$ cat config.mk
export PLATFORM = sky130hd
export DESIGN_NAME = clockworks_flat
export DESIGN_NICKNAME = d
export VERILOG_FILES = /design/src/rtl/clockworks_pkg.sv /design/src/rtl/clockworks_if.sv /design/src/rtl/clockworks_reset_sync.sv /design/src/rtl/clockworks.sv /design/src/flat_wrapper.sv
export SDC_FILE = /design/constraint.sdc
export NUM_CORES = 1
export LEC_CHECK = 0
export CAP_MARGIN = 20
export CORE_UTILIZATION = 45
export CTS_CLUSTER_DIAMETER = 30
export CTS_CLUSTER_SIZE = 24
export DETAILED_ROUTE_END_ITERATION = 10
export GPL_ROUTABILITY_DRIVEN = 1
export PLACE_DENSITY_LB_ADDON = 0.25
export SETUP_SLACK_MARGIN = 0.5
export SLEW_MARGIN = 40
export SYNTH_ARGS = -nofsm -noshare
export SYNTH_HDL_FRONTEND = slang
export SYNTH_HIERARCHICAL = 1
export SYNTH_SLANG_ARGS = --single-unit
$ cat constraint.sdc
create_clock -name CLK -period 1.1 [get_ports CLK]
set_clock_uncertainty 0.2 [all_clocks]
set_input_delay 0.22 -clock CLK [delete_from_list [all_inputs] [get_ports CLK]]
set_output_delay 0.22 -clock CLK [all_outputs]
set_load 0.01 [all_outputs]
$ cat src/rtl/clockworks_pkg.sv
// Shared constants and elaboration helpers for the clockworks clock/reset generator.
package clockworks_pkg;

  localparam int HOLD_W      = 8;
  localparam int SYNC_STAGES = 2;

  // Divider width; SLOW=0 has no divider, but a 1-bit floor avoids zero-width declarations.
  function automatic int cnt_w(input int slow);
    return (slow < 1) ? 1 : slow;
  endfunction

  // Counter value one CLK edge before clk rises.
  function automatic logic [31:0] tick_val(input int slow);
    return (slow < 1) ? 32'd0 : (32'd1 << (slow - 1)) - 32'd1;
  endfunction

endpackage

$ cat src/rtl/clockworks_if.sv
// Divided clock, its reset and the pre-edge strobe, as handed to downstream logic.
interface clockworks_if;
  logic clk;
  logic resetn;
  logic tick;

  modport master (output clk, resetn, tick);
  modport slave  (input  clk, resetn, tick);
endinterface

$ cat src/rtl/clockworks_reset_sync.sv
// RESET synchroniser: asserts asynchronously, releases after SYNC_STAGES CLK edges.
module clockworks_reset_sync
  import clockworks_pkg::*;
(
  input  logic CLK,
  input  logic RESET,
  output logic rst_s
);

  logic [SYNC_STAGES-1:0] sync_q;

  always_ff @(posedge CLK or posedge RESET)
    if (RESET) sync_q <= '1;
    else       sync_q <= {sync_q[SYNC_STAGES-2:0], 1'b0};

  assign rst_s = sync_q[SYNC_STAGES-1];

endmodule

$ cat src/rtl/clockworks.sv
// Clock divider plus reset generator: clk = CLK / 2^SLOW, resetn released on the
// RESET_HOLD-th clk rising edge after RESET is synchronously released.
module clockworks
  import clockworks_pkg::*;
#(
  parameter int SLOW       = 21,
  parameter int RESET_HOLD = 4
) (
  input  logic         CLK,
  input  logic         RESET,
  clockworks_if.master cw
);

  localparam logic [HOLD_W-1:0] HOLD = HOLD_W'(RESET_HOLD);

  logic              rst_s;
  logic              tick_int;
  logic [HOLD_W-1:0] hold_q;
  logic [HOLD_W-1:0] hold_d;
  logic              resetn_q;

  clockworks_reset_sync u_sync (
    .CLK   (CLK),
    .RESET (RESET),
    .rst_s (rst_s)
  );

  generate
    if (SLOW == 0) begin : g_pass
      assign cw.clk   = CLK;
      assign tick_int = 1'b1;
    end else begin : g_div
      localparam int          CW = cnt_w(SLOW);
      localparam logic [31:0] TV = tick_val(SLOW);

      logic [CW-1:0] cnt_q;
      logic [CW-1:0] cnt_d;
      logic          tick_q;

      assign cnt_d = cnt_q + CW'(1);

      // tick is registered against the next count so it is high exactly while cnt == TV.
      always_ff @(posedge CLK or posedge rst_s)
        if (rst_s) begin
          cnt_q  <= '0;
          tick_q <= 1'b0;
        end else begin
          cnt_q  <= cnt_d;
          tick_q <= (cnt_d == TV[CW-1:0]);
        end

      assign cw.clk   = cnt_q[CW-1];
      assign tick_int = tick_q;
    end
  endgenerate

  assign hold_d = hold_q + HOLD_W'(1);

  // Counting only on tick edges lands the resetn release on a clk rising edge.
  always_ff @(posedge CLK or posedge rst_s)
    if (rst_s) begin
      hold_q   <= '0;
      resetn_q <= 1'b0;
    end else if (tick_int && (hold_q != HOLD)) begin
      hold_q <= hold_d;
      if (hold_d == HOLD) resetn_q <= 1'b1;
    end

  assign cw.resetn = resetn_q;
  assign cw.tick   = tick_int;

endmodule

$ cat src/flat_wrapper.sv
// flat-port wrapper written by rule: the top's interface ports become plain ports
module clockworks_flat import clockworks_pkg::*;
#(
  parameter int SLOW       = 21,
  parameter int RESET_HOLD = 4
)
  (CLK, RESET, cw_clk, cw_resetn, cw_tick);
  clockworks_if cw_i ();
  input  logic CLK;
  input  logic RESET;
  output wire logic [$bits(cw_i.clk)-1:0] cw_clk;
  output wire logic [$bits(cw_i.resetn)-1:0] cw_resetn;
  output wire logic [$bits(cw_i.tick)-1:0] cw_tick;
  assign cw_clk = cw_i.clk;
  assign cw_resetn = cw_i.resetn;
  assign cw_tick = cw_i.tick;
  clockworks #(.SLOW(SLOW), .RESET_HOLD(RESET_HOLD)) u_core (.CLK(CLK), .RESET(RESET), .cw(cw_i));
endmodule
==> reports/metrics.sh, run 1 <==
OUTCOME='finished with violations'
VIOLATIONS='negative setup slack'
DPL.HPWL_MICRONS=3150
TIMING.RR.START='u_core/g_div.cnt_q[7]$_DFF_PP0_'
SETUP_VIOL=34
TOTAL_AREA_OF_MULTI_INPUT_COMBINATIONAL_CELLS_SQ_UM=1120
NUMPORTBUFFERS=4
DIE-HEIGHT_MICRONS=63.4
FIRST_PASS_GRT_WIRE_LENGTH_MICRONS=9060
IO_PINS=5
MAX_STAGE_DELAY_PS=590
WORST-ENDPOINT-REQUIRED_PS=1100
REG2REG_DEPTH=5
VIAS_PER_CELL=5.64
NUM_ROWS=21
GRT_PASS1_VIAS=1779
TIGHTEST_HOLD_CHECK_TYPE='in2async'
DIE_AREA_SQ_UM=4020
TIMING.CRITICAL_PATH.FANOUT_MAX=6
RSZ_0062_RAISED_AFTER_GLOBAL_ROUTING='true'
WIRELENGTH_MICRONS=6270
PLACED_AREA_SQ_UM=2350
FIN_AREA_SQ_UM=3090
SYNTH.NET_COUNT=164
YOSYS_REGISTER_BITS=33
REMAINING_DRCS=0
YOSYS.CELL_TYPES.COUNT=38
CLK_PIN_SLEW_PS=70
FINAL_CRITICAL_PATH_SETUP_SLACK_PS=-1070
GRT_MAX_DEGREE=12
CTS_BUFFERS=5
SYN_AREA_SQ_UM=1700
SYNTHESIS.YOSYS.WARNINGS=6
AVGROUTEDWIREPERCELL_MICRONS=20.8
ANTENNA_CELLS_INSERTED=0
COUNT_OF_ENDPOINTS_FAILING_HOLD_IN_THE_FINAL_TIMING_REPORT=0
RATIO_OF_CELLS_WITH_DRIVE_ABOVE_1_IN_THE_FINAL_LAYOUT_PCT=63.7
FINAL.PERIOD_UTILIZATION_PCT=197
R2R_SLACK_PS=-1070
POSTSYNTHCELLCOUNT=157
POWER_W=0.00225
HTREEDEPTH=2
GLOBAL_ROUTE.USAGE.TOTAL_PCT=31.0
INSERTION_DELAY_PS=290
TIMING.FMAX_GHz=0.461
DRV.MAX_CAP_VIOLATION_COUNT=0
FINAL_NETS=262
CRITPATHCAPTURETYPE='flop'
TOTALNEGATIVESETUPSLACK_PS=-18160
SLEW_VIOL_FINAL=0
CTS_HOLD_BUF=0
FILLERS=137
CRITPATHTOPFAMILY='simple AND/OR/NAND/NOR gates'
SYN_TO_FINAL_GROWTH_PCT=82.4
TRITONCTS='yes'
CLOCKROOTBUFFER='clkbuf_8'
FINAL_UTIL_PCT=89.1
ANTENNA_FOUND_INITIAL=0
AREA.SEQUENTIAL_SQ_UM=832
DETAILEDROUTE.FIRSTITERATIONVIOLATIONS=66
DETAIL_ROUTE_ANTENNA_NETS=0
STARTPOINT_TYPE='flop'
SYNTH_SEQ_AREA_SHARE_PCT=48.9
POWER.LEAKAGE_nW=1.57
MAX-VDD-IR-DROP_V=0.000570
COUNT_OF_VIAS_PLACED_BY_THE_DETAILED_ROUTER=1702
CORE-AREA_SQ_UM=3470
START_UTIL_PCT=48.9
CRITPATHBUFINV=0
ORDERED_LIST_OF_CELLS_ON_THE_WORST_PATH='nand3_2 -> or4_4 -> o31ai_2 -> o211ai_2 -> nor4_2'
CLOCK_PATH_BUFFERS=2
SETUP_SLACK_PLACEMENT_PS=-1070
CTS.SINK_COUNT=33
CAPTURE_POINT_OF_THE_WORST_REG_TO_REG_PATH='u_core/cw.tick$_DFF_PP0_'
ROUTABILITYCONGESTION=0.849
DIE_WIDTH_MICRONS=63.4
CP_SLOWEST_CELL='or4_4'
POWERDENSITY_nW_PER_UM2=728
PERIOD_MINUS_SLACK_PS=2170
DETAIL_ROUTE.FIRST_PASS.ITERATIONS=4
CP.ARRIVAL_PS=2170
SYNTH_AREA_PER_CELL_SQ_UM=10.8
OVERFLOW_AFTER_GRT=0
CRITICAL_PATH_CLASS='reg2reg'
-- metal layers --
metal | track usage, % | up-vias | part of all wire [%]
li1 | - | 753 | -
met2 | 56.8 | 61 | 52
met4 | 13.6 | 0 | 5.5
met3 | 4.71 | 30 | 4.2
met5 | 0 | - | 0
met1 | 34.9 | 858 | 38
-- cell families (layout without fill, tap and decap cells) --
logic type / after synthesis / count (layout) / synth area share (%)
AND/OR/NAND/NOR: 68 / 68 / 24.3
flip-flops: 33 / 33 / 48.9
XOR/XNOR: 23 / 23 / 11.9
buffers and inverters: 14 / 113 / 4.13
AO/OA/AOI/OAI: 12 / 12 / 6.05
adder cells (fa/ha/maj): 5 / 5 / 3.69
other: 1 / 1 / 0.221
multiplexers: 1 / 1 / 0.885
-- sequential cells by signal (all words and copies together) (netlist names) --
name and cells:
u_core/cw.tick 1, u_core/u_sync/sync_q 2, u_core/cw.resetn 1, u_core/g_div.cnt_q 21, u_core/hold_q 8
-- worst register-to-register path: stages, from the launching register on --
cell	delay [ps]
dfrtp_1	400
nand3_2	100
or4_4	590
o31ai_2	340
o211ai_2	160
nor4_2	280
-- worst max-delay path by stage --
| stage | startpoint | to | cells past startpoint |
|---|---|---|---|
| finish | u_core/g_div.cnt_q[7]$_DFF_PP0_ | u_core/cw.tick$_DFF_PP0_ | 5 |
| floorplan | u_core/g_div.cnt_q[7]$_DFF_PP0_ | u_core/cw.tick$_DFF_PP0_ | 7 |
| global placement | u_core/g_div.cnt_q[1]$_DFF_PP0_ | u_core/cw.tick$_DFF_PP0_ | 5 |
| CTS | u_core/g_div.cnt_q[0]$_DFF_PP0_ | u_core/cw.tick$_DFF_PP0_ | 5 |
| global route | u_core/g_div.cnt_q[0]$_DFF_PP0_ | u_core/cw.tick$_DFF_PP0_ | 8 |
| detailed placement | u_core/g_div.cnt_q[8]$_DFF_PP0_ | u_core/cw.tick$_DFF_PP0_ | 5 |
-- cell type report --
type                       count  share of cell area [%]
clock inverter                 3                   0.567
inverter                      10                    1.50
tap                           46                    1.86
multi-input combinational    110                    36.3
timing repair buffer          95                    30.6
clock buffer                   5                    2.23
sequential                    33                    26.9
-- timing repair --
action	in CTS	in global routing
gates resized for setup	54	37
setup buffers	14	13
endpoints found under the setup margin	66	66
pin swaps	12	24
gates cloned	3	0
-- layout by cell type, fill, tap and decap left out, types with 2 or more instances in the layout --
cell type | Yosys | routed
buf_16 | 0 | 3
buf_12 | 0 | 4
xnor2_2 | 0 | 4
or2_4 | 0 | 2
nor4_4 | 0 | 5
buf_4 | 0 | 51
nand4b_1 | 2 | 2
clkinv_2 | 0 | 2
dfrtp_1 | 31 | 28
nor3_2 | 0 | 2
buf_6 | 2 | 32
nand2_2 | 0 | 3
xor2_1 | 14 | 14
inv_2 | 0 | 5
nand2_1 | 17 | 12
nor2_4 | 0 | 4
xnor2_1 | 9 | 5
nand2_4 | 0 | 2
dfstp_2 | 2 | 2
buf_2 | 2 | 3
ha_4 | 0 | 4
dfrtp_2 | 0 | 3
nand3_4 | 1 | 3
or2_1 | 3 | 2
nand3_2 | 0 | 2
nand3_1 | 7 | 3
nand4_1 | 8 | 8
clkinvlp_4 | 0 | 2
inv_1 | 10 | 3
nor3_4 | 0 | 2
clkbuf_8 | 0 | 5
nor4_2 | 2 | 3
or4_4 | 2 | 4
o31a_1 | 4 | 4
-- power breakdown --
| part | internal, W | leakage [nW] | switching (W) |
|---|---|---|---|
| logic | 0.0000654 | 1.08 | 0.0000429 |
| clock network | 0.000436 | 0.0439 | 0.000485 |
| registers | 0.00122 | 0.440 | 0.00000185 |
| total | 0.00172 | 1.57 | 0.000530 |
-- through the flow --
stage | std cells | hold WS, ps
3_5_place_dp | 264 | 86.7
4_1_cts | 289 | 53.2
5_1_grt | 302 | 100
2_1_floorplan | 157 | -68.5
3_3_place_gp | 264 | 79.8
6_report | 302 | 72.1
-- synth_stat cells --
| master | instances | area [sq um] |
|---|---|---|
| and4b_1 | 1 | 10.0 |
| o22a_2 | 1 | 10.0 |
| conb_1 | 1 | 3.75 |
| dfrtp_1 | 31 | 776 |
| and4_1 | 1 | 8.76 |
| inv_1 | 10 | 37.5 |
| xor2_1 | 14 | 123 |
| and3_1 | 2 | 12.5 |
| and2_1 | 1 | 6.26 |
| dfstp_2 | 2 | 52.6 |
| o31a_1 | 4 | 35.0 |
| o41ai_1 | 1 | 8.76 |
| or4_1 | 2 | 15.0 |
| buf_2 | 2 | 10.0 |
| or2_2 | 1 | 6.26 |
| or2b_1 | 1 | 7.51 |
| o32ai_1 | 1 | 8.76 |
| nand4_2 | 1 | 12.5 |
| nor2_1 | 5 | 18.8 |
| nand3_1 | 7 | 35.0 |
| nor3_1 | 4 | 20.0 |
| o21ai_0 | 1 | 5.00 |
| nor4_1 | 7 | 43.8 |
| ha_1 | 5 | 62.6 |
| nand2_1 | 17 | 63.8 |
| mux2_4 | 1 | 15.0 |
| or2_1 | 3 | 18.8 |
| buf_6 | 2 | 22.5 |
| nand4_1 | 8 | 50.1 |
| nand3_4 | 1 | 17.5 |
| o211ai_2 | 1 | 12.5 |
| nor4_2 | 2 | 25.0 |
| a21oi_1 | 1 | 5.00 |
| nand4b_1 | 2 | 17.5 |
| o31ai_1 | 1 | 7.51 |
| or4_4 | 2 | 22.5 |
| a41o_1 | 1 | 10.0 |
| xnor2_1 | 9 | 78.8 |
Note: power is estimated with default switching activity, not from simulation.
==> run 2, diff against run 1 <==
--- a/config.mk
+++ b/config.mk
@@ -10,6 +10,7 @@
 export CTS_CLUSTER_DIAMETER = 30
 export CTS_CLUSTER_SIZE = 24
 export DETAILED_ROUTE_END_ITERATION = 10
+export DONT_BUFFER_PORTS = 1
 export GPL_ROUTABILITY_DRIVEN = 1
 export PLACE_DENSITY_LB_ADDON = 0.25
 export SETUP_SLACK_MARGIN = 0.5
==> run 2 against run 1 <==
The run ends with negative hold slack, negative setup slack left. Non-clock buffer count decreased by 3. Utilization is 0.14 points lower. Combinational power is 13% lower. Sequential power is essentially flat. Register-to-register slack worse by 170 ps. Critical path depth increased by 1. Fmax fell by 7.2%. Final cell count down 0.99%. Global-route usage up 0.61 points. Clock power grew 5.9%.
==> reports/metrics.sh, run 2 (synthesis gave the netlist of run 1 again) <==
PLACED_AREA_SQ_UM=2320
OVERFLOW_AFTER_GRT=0
AVGROUTEDWIREPERCELL_MICRONS=22.1
CP_SLOWEST_CELL='nor4_2'
CRIT_PATH_START='u_core/g_div.cnt_q[9]$_DFF_PP0_'
TIMING.CRITICAL_PATH.FANOUT_MAX=5
FILLERS=149
INSERTION_DELAY_PS=290
FIRST_PASS_GRT_WIRE_LENGTH_MICRONS=9150
GRTUSAGEMET2_PCT=56.9
FINALHOLDWORSTSLACK_PS=-363
IO_PINS=5
DIE-HEIGHT_MICRONS=63.4
ANTENNA_FOUND_INITIAL=0
POWER.SWITCHING_FRACTION_PCT=22.1
COUNT_OF_VIAS_PLACED_BY_THE_DETAILED_ROUTER=1722
RSZ_0062_RAISED_AFTER_GLOBAL_ROUTING='true'
POWER.LEAKAGE_nW=1.54
AREA.SEQUENTIAL_SQ_UM=832
POWER.SHARE.COMBINATIONAL_PCT=4.1
CRITPATHTOPFAMILY='simple AND/OR/NAND/NOR gates'
FINAL_UTIL_PCT=89.0
DETAIL_ROUTE.FIRST_PASS.ITERATIONS=4
RATIO_OF_CELLS_WITH_DRIVE_ABOVE_1_IN_THE_FINAL_LAYOUT_PCT=64.8
CAPTURE_POINT_OF_THE_WORST_REG_TO_REG_PATH='u_core/cw.tick$_DFF_PP0_'
REG2REG_DEPTH=6
TIMING.FMAX_GHz=0.428
WIRELENGTH_MICRONS=6600
BIGGESTREGSBYFLOPS='u_core/g_div.cnt_q: 21 flops, u_core/hold_q: 8 flops, u_core/u_sync/sync_q: 2 flops'
FINAL_NETS=259
OUTCOME='finished with violations'
GLOBAL_ROUTE.USAGE.MET1_PCT=33.1
MAX_STAGE_DELAY_PS=440
DPL.HPWL_MICRONS=3060
PERIOD_MINUS_SLACK_PS=2340
CLOCKROOTBUFFER='clkbuf_8'
TOTAL_AREA_OF_MULTI_INPUT_COMBINATIONAL_CELLS_SQ_UM=1140
POWERDENSITY_nW_PER_UM2=742
CRITICAL_PATH_CLASS='reg2reg'
ROUTABILITYCONGESTION=0.869
VIAS_PER_CELL=5.76
POWER_FRAC_SEQ_PCT=53.3
SETUP_VIOL=33
CRITPATHBUFINV=1
CTS.SINK_COUNT=33
CP.ARRIVAL_PS=2340
SLEW_VIOL_FINAL=0
NUMPORTBUFFERS=0
ANTENNA_CELLS_INSERTED=0
TRITONCTS='yes'
REMAINING_DRCS=0
GRT_PASS1_VIAS=1807
DETAIL_ROUTE_ANTENNA_NETS=0
DIE_AREA_SQ_UM=4020
HTREEDEPTH=2
DRV.MAX_CAP_VIOLATION_COUNT=0
TOTALNEGATIVESETUPSLACK_PS=-19310
MAX_FLOP_REGISTER='u_core/g_div.cnt_q'
CORE-AREA_SQ_UM=3470
CLK_PIN_SLEW_PS=70
CRIT_PATH_END='u_core/cw.tick$_DFF_PP0_'
GR-MAX-USAGE-LAYER='met2'
MOST_FREQUENT_CELLS_IN_THE_LAYOUT='51 x buf_4, 33 x buf_6, 28 x dfrtp_1'
DIE_WIDTH_MICRONS=63.4
WORST-ENDPOINT-REQUIRED_PS=1100
USE_MET3_PCT=7.25
NUMBER_OF_FLIP_FLOPS_UNDER_THE_LARGEST_REGISTER_NAME=21
FINAL_CRITICAL_PATH_SETUP_SLACK_PS=-1240
MAX-VDD-IR-DROP_V=0.000921
GRT_MAX_DEGREE=11
SYN_TO_FINAL_GROWTH_PCT=82.1
TIMING.RR.START='u_core/g_div.cnt_q[9]$_DFF_PP0_'
VIOLATIONS='negative hold slack, negative setup slack'
NUM_ROWS=21
POWER_W=0.00229
FIN_AREA_SQ_UM=3090
CRITPATHCAPTURETYPE='flop'
GLOBAL_ROUTE.USAGE.TOTAL_PCT=31.6
P_INT_W=0.00178
FINAL.PERIOD_UTILIZATION_PCT=212
START_UTIL_PCT=48.9
R2R_SLACK_PS=-1240
TOTAL_SWITCHING_POWER_W=0.000507
CP.DEPTH=6
COUNT_OF_ENDPOINTS_FAILING_HOLD_IN_THE_FINAL_TIMING_REPORT=2
TIGHTEST_HOLD_CHECK_TYPE='in2async'
CTS_BUFFERS=5
DETAILEDROUTE.FIRSTITERATIONVIOLATIONS=100
ORDERED_LIST_OF_CELLS_ON_THE_WORST_PATH='buf_4 -> nand4_1 -> nor4_2 -> xor2_1 -> nand4_1 -> nor4_2'
PWR-SHARE-CLK_PCT=42.6
STARTPOINT_TYPE='flop'
CLOCK_PATH_BUFFERS=2
FINAL_COMMON_CELL='buf_4'
==> run 2: power by group through the flow <==
stage / clock (W) / combinational (W) / sequential, W
after CTS: 0.000960 / 0.0000872 / 0.00122
final: 0.000975 / 0.0000938 / 0.00122
after global placement: 0 / 0.0000331 / 0.00124
after detailed placement: 0 / 0.0000348 / 0.00124
after floorplan: 0 / 0.0000191 / 0.00124
after global routing: 0.00104 / 0.000102 / 0.00122
==> run 2: routing by layer <==
metal / up-vias / part of all wire, % / wire length [microns]
met4: 0 / 6.8 / 447
met1: 831 / 36 / 2350
li1: 746 / - / -
met5: - / 0 / 0
met2: 102 / 50 / 3320
met3: 43 / 7.2 / 475
==> run 2: how the worst min path moves through the flow <==
stage	start	end	slack [ps]
after global placement	RESET	u_core/u_sync/sync_q[1]$_DFF_PP1_	-60
after global routing	RESET	u_core/u_sync/sync_q[1]$_DFF_PP1_	-340
after detailed placement	RESET	u_core/u_sync/sync_q[1]$_DFF_PP1_	-60
after floorplan	RESET	u_core/u_sync/sync_q[0]$_DFF_PP1_	-70
after CTS	RESET	u_core/u_sync/sync_q[1]$_DFF_PP1_	-360
final	RESET	u_core/u_sync/sync_q[1]$_DFF_PP1_	-360
==> run 2: layout make-up <==
type	instances	share of cell area [%]
Multi-Input combinational cell	110	37.0
Clock buffer	8	2.92
Timing Repair Buffer	92	29.9
Sequential cell	33	27.0
Tap cell	46	1.86
Inverter	10	1.42
==> run 2: through the flow <==
stage | cells | setup WS (ps) | hold slack, ps
3_3_place_gp | 262 | -980 | -60.0
4_1_cts | 289 | -992 | -363
6_report | 299 | -1240 | -363
3_5_place_dp | 262 | -1040 | -57.5
2_1_floorplan | 157 | -1020 | -68.5
5_1_grt | 299 | -1280 | -342
==> run 2: what timing repair did <==
| item | CTS | global route |
|---|---|---|
| setup buffers | 16 | 10 |
| gates resized for setup | 51 | 36 |
| pin swaps | 16 | 23 |
| setup endpoints to repair | 58 | 66 |
| hold endpoints to repair | 2 | 2 |
| gates cloned | 3 | 0 |
==> run 3, diff against run 2 <==
--- a/config.mk
+++ b/config.mk
@@ -5,7 +5,7 @@
 export SDC_FILE = /design/constraint.sdc
 export NUM_CORES = 1
 export LEC_CHECK = 0
-export CAP_MARGIN = 20
+export CAP_MARGIN = 15
 export CORE_UTILIZATION = 45
 export CTS_CLUSTER_DIAMETER = 30
 export CTS_CLUSTER_SIZE = 24
==> constraint.sdc (replaced) <==
create_clock -name CLK -period 2.2 [get_ports CLK]
set_clock_uncertainty 0.2 [all_clocks]
set_input_delay 0.44 -clock CLK [delete_from_list [all_inputs] [get_ports CLK]]
set_output_delay 0.44 -clock CLK [all_outputs]
set_load 0.01 [all_outputs]
==> run 3 against run 2 <==
The flow now finishes without violations. Non-clock buffer count fell by 60. Via count decreased by 23%. Critical endpoint unchanged. Global-route usage is 9.4 points lower. Flip-flop and latch count is the same. First-iteration DRC count shrank 21%. Largest power group unchanged. Critical path depth decreased by 1. Final cell count shrank 20%. Hold slack gained 490 ps. Utilization decreased by 24 points.
==> reports/metrics.sh, run 3 (synthesis gave the netlist of run 1 again) <==
PERIOD_MINUS_SLACK_PS=2110
INSERTION_DELAY_PS=290
NUMBER_OF_FLIP_FLOPS_UNDER_THE_LARGEST_REGISTER_NAME=21
MAX_STAGE_DELAY_PS=540
POWERDENSITY_nW_PER_UM2=477
ANTENNA_FOUND_INITIAL=0
MAX_FLOP_REGISTER='u_core/g_div.cnt_q'
CTS.SINK_COUNT=33
TIGHTEST_HOLD_CHECK_TYPE='reg2async'
TIMING.CRITICAL_PATH.FANOUT_MAX=7
CRITICAL_PATH_CLASS='reg2reg'
MOST_FREQUENT_CELLS_IN_THE_LAYOUT='28 x dfrtp_1, 27 x buf_4, 14 x nand2_1'
CLOCKROOTBUFFER='clkbuf_8'
FIRST_PASS_GRT_WIRE_LENGTH_MICRONS=6560
DIE_WIDTH_MICRONS=63.4
CTS_BUFFERS=5
ROUTABILITYCONGESTION=0.929
POWER.LEAKAGE_nW=1.08
SLEW_VIOL_FINAL=0
DRV.MAX_CAP_VIOLATION_COUNT=0
PWR-SHARE-CLK_PCT=42.1
DETAILEDROUTE.FIRSTITERATIONVIOLATIONS=79
FINAL.PERIOD_UTILIZATION_PCT=95.9
STARTPOINT_TYPE='flop'
CRIT_PATH_END='u_core/cw.tick$_DFF_PP0_'
RATIO_OF_CELLS_WITH_DRIVE_ABOVE_1_IN_THE_FINAL_LAYOUT_PCT=40.4
START_UTIL_PCT=48.9
DIE_AREA_SQ_UM=4020
CP_SLOWEST_CELL='or4_4'
CORE-AREA_SQ_UM=3470
FINAL_NETS=199
OUTCOME='finished, final reports clean'
GRTUSAGEMET2_PCT=34.8
R2R_SLACK_PS=90
SETUP_SLACK_PLACEMENT_PS=8.33
DETAIL_ROUTE.FIRST_PASS.ITERATIONS=4
GRT_MAX_DEGREE=32
GR-MAX-USAGE-LAYER='met2'
POWER.SWITCHING_FRACTION_PCT=22.9
CP.ARRIVAL_PS=2110
REG2REG_DEPTH=5
DIE-HEIGHT_MICRONS=63.4
FILLERS=282
IO_PINS=5
DPL.HPWL_MICRONS=2470
NUMPORTBUFFERS=0
ANTENNA_CELLS_INSERTED=0
DETAIL_ROUTE_ANTENNA_NETS=0
WORST-ENDPOINT-REQUIRED_PS=2200
USE_MET3_PCT=6.70
FINAL_CRITICAL_PATH_SETUP_SLACK_PS=89.6
GLOBAL_ROUTE.USAGE.TOTAL_PCT=22.1
OVERFLOW_AFTER_GRT=0
BIGGESTREGSBYFLOPS='u_core/g_div.cnt_q: 21 flops, u_core/hold_q: 8 flops, u_core/u_sync/sync_q: 2 flops'
TOTAL_SWITCHING_POWER_W=0.000247
GRT_PASS1_VIAS=1373
VIAS_PER_CELL=5.53
P_INT_W=0.000830
SYN_TO_FINAL_GROWTH_PCT=33.3
REMAINING_DRCS=0
TOTALNEGATIVESETUPSLACK_PS=0
AVGROUTEDWIREPERCELL_MICRONS=16.5
POWER_W=0.00108
TRITONCTS='yes'
NUM_ROWS=21
GLOBAL_ROUTE.USAGE.MET1_PCT=25.9
FINAL_CELL_COUNT_NO_FILL=239
HTREEDEPTH=2
PLACEDCELLCOUNT=217
FINAL_COMMON_CELL='dfrtp_1'
TIMING.RR.START='u_core/g_div.cnt_q[0]$_DFF_PP0_'
CLOCK_PATH_BUFFERS=2
CRITPATHCAPTURETYPE='flop'
SETUP_VIOL=0
COUNT_OF_ENDPOINTS_FAILING_HOLD_IN_THE_FINAL_TIMING_REPORT=0
POWER.SHARE.COMBINATIONAL_PCT=1.3
RSZ_0062_RAISED_AFTER_GLOBAL_ROUTING='true'
MAX-VDD-IR-DROP_V=0.000420
CLK_PIN_SLEW_PS=70
POWER_FRAC_SEQ_PCT=56.6
ORDERED_LIST_OF_CELLS_ON_THE_WORST_PATH='and2_4 -> o31a_1 -> o22a_2 -> or4_4 -> nor4_2'
TIMING.FMAX_GHz=0.474
CRIT_PATH_START='u_core/g_div.cnt_q[0]$_DFF_PP0_'
COUNT_OF_VIAS_PLACED_BY_THE_DETAILED_ROUTER=1322
WIRELENGTH_MICRONS=3930
CAPTURE_POINT_OF_THE_WORST_REG_TO_REG_PATH='u_core/cw.tick$_DFF_PP0_'
## run 3: worst max-delay path, delay by kind of cell (launching register included)
| family | cells | cell delay [ps] |
|---|---|---|
| AND/OR/NAND/NOR | 3 | 870 |
| AO/OA/AOI/OAI | 2 | 490 |
| flip-flops | 1 | 460 |
## run 3: timing repair
item / CTS / global route
gates resized for setup: 11 / 16
endpoints found under the setup margin: 15 / 19
pin swaps: 8 / 9
hold buffers: 1 / 0
setup buffers: 10 / 3
endpoints found under the hold margin: 2 / 0
## run 3: how the worst min path moves through the flow
stage | start | to | slack, ps | cells after the start
4_1_cts | u_core/u_sync/sync_q[1]$_DFF_PP1_ | u_core/hold_q[0]$_DFFE_PP0P_ | 140 | 2
3_5_place_dp | u_core/u_sync/sync_q[1]$_DFF_PP1_ | u_core/g_div.cnt_q[2]$_DFF_PP0_ | 140 | 2
5_1_grt | u_core/u_sync/sync_q[0]$_DFF_PP1_ | u_core/u_sync/sync_q[1]$_DFF_PP1_ | 170 | 0
3_3_place_gp | u_core/u_sync/sync_q[1]$_DFF_PP1_ | u_core/g_div.cnt_q[4]$_DFF_PP0_ | 130 | 2
6_report | u_core/u_sync/sync_q[1]$_DFF_PP1_ | u_core/hold_q[0]$_DFFE_PP0P_ | 120 | 2
2_1_floorplan | RESET | u_core/u_sync/sync_q[0]$_DFF_PP1_ | 150 | 1
## run 3: per-layer routing
layer	share of wire, %	up-vias
li1	-	626
met4	3.2	0
met3	3.9	10
met2	50	33
met5	0	-
met1	43	653
## run 3: stage by stage
stage | utilization, % | hold slack (ps) | instance area [sq um]
floorplan | - | 145 | 1760
global placement | 55.0 | 133 | 1910
detailed placement | 55.0 | 139 | 1910
CTS | 61.8 | 138 | 2140
global route | 65.2 | 166 | 2260
finish | 65.2 | 122 | 2260
## run 3: area by class of cell
| cell class | instances | area (sq um) | area share, % |
|---|---|---|---|
| clock buffers | 5 | 68.8 | 3.05 |
| flip-flops and latches | 33 | 832 | 36.8 |
| multi-input cells | 110 | 980 | 43.4 |
| repair buffers | 32 | 267 | 11.8 |
| clock inverters | 3 | 17.5 | 0.775 |
| inverters | 10 | 37.5 | 1.66 |
| well taps | 46 | 57.6 | 2.55 |
## run 3: power groups by stage
stage | registers [W] | clock network (W) | logic, W
final | 0.000610 | 0.000453 | 0.0000143
after floorplan | 0.000622 | 0 | 0.00000924
after global placement | 0.000622 | 0 | 0.0000136
after global routing | 0.000610 | 0.000499 | 0.0000174
after detailed placement | 0.000622 | 0 | 0.0000140
after CTS | 0.000610 | 0.000466 | 0.0000153
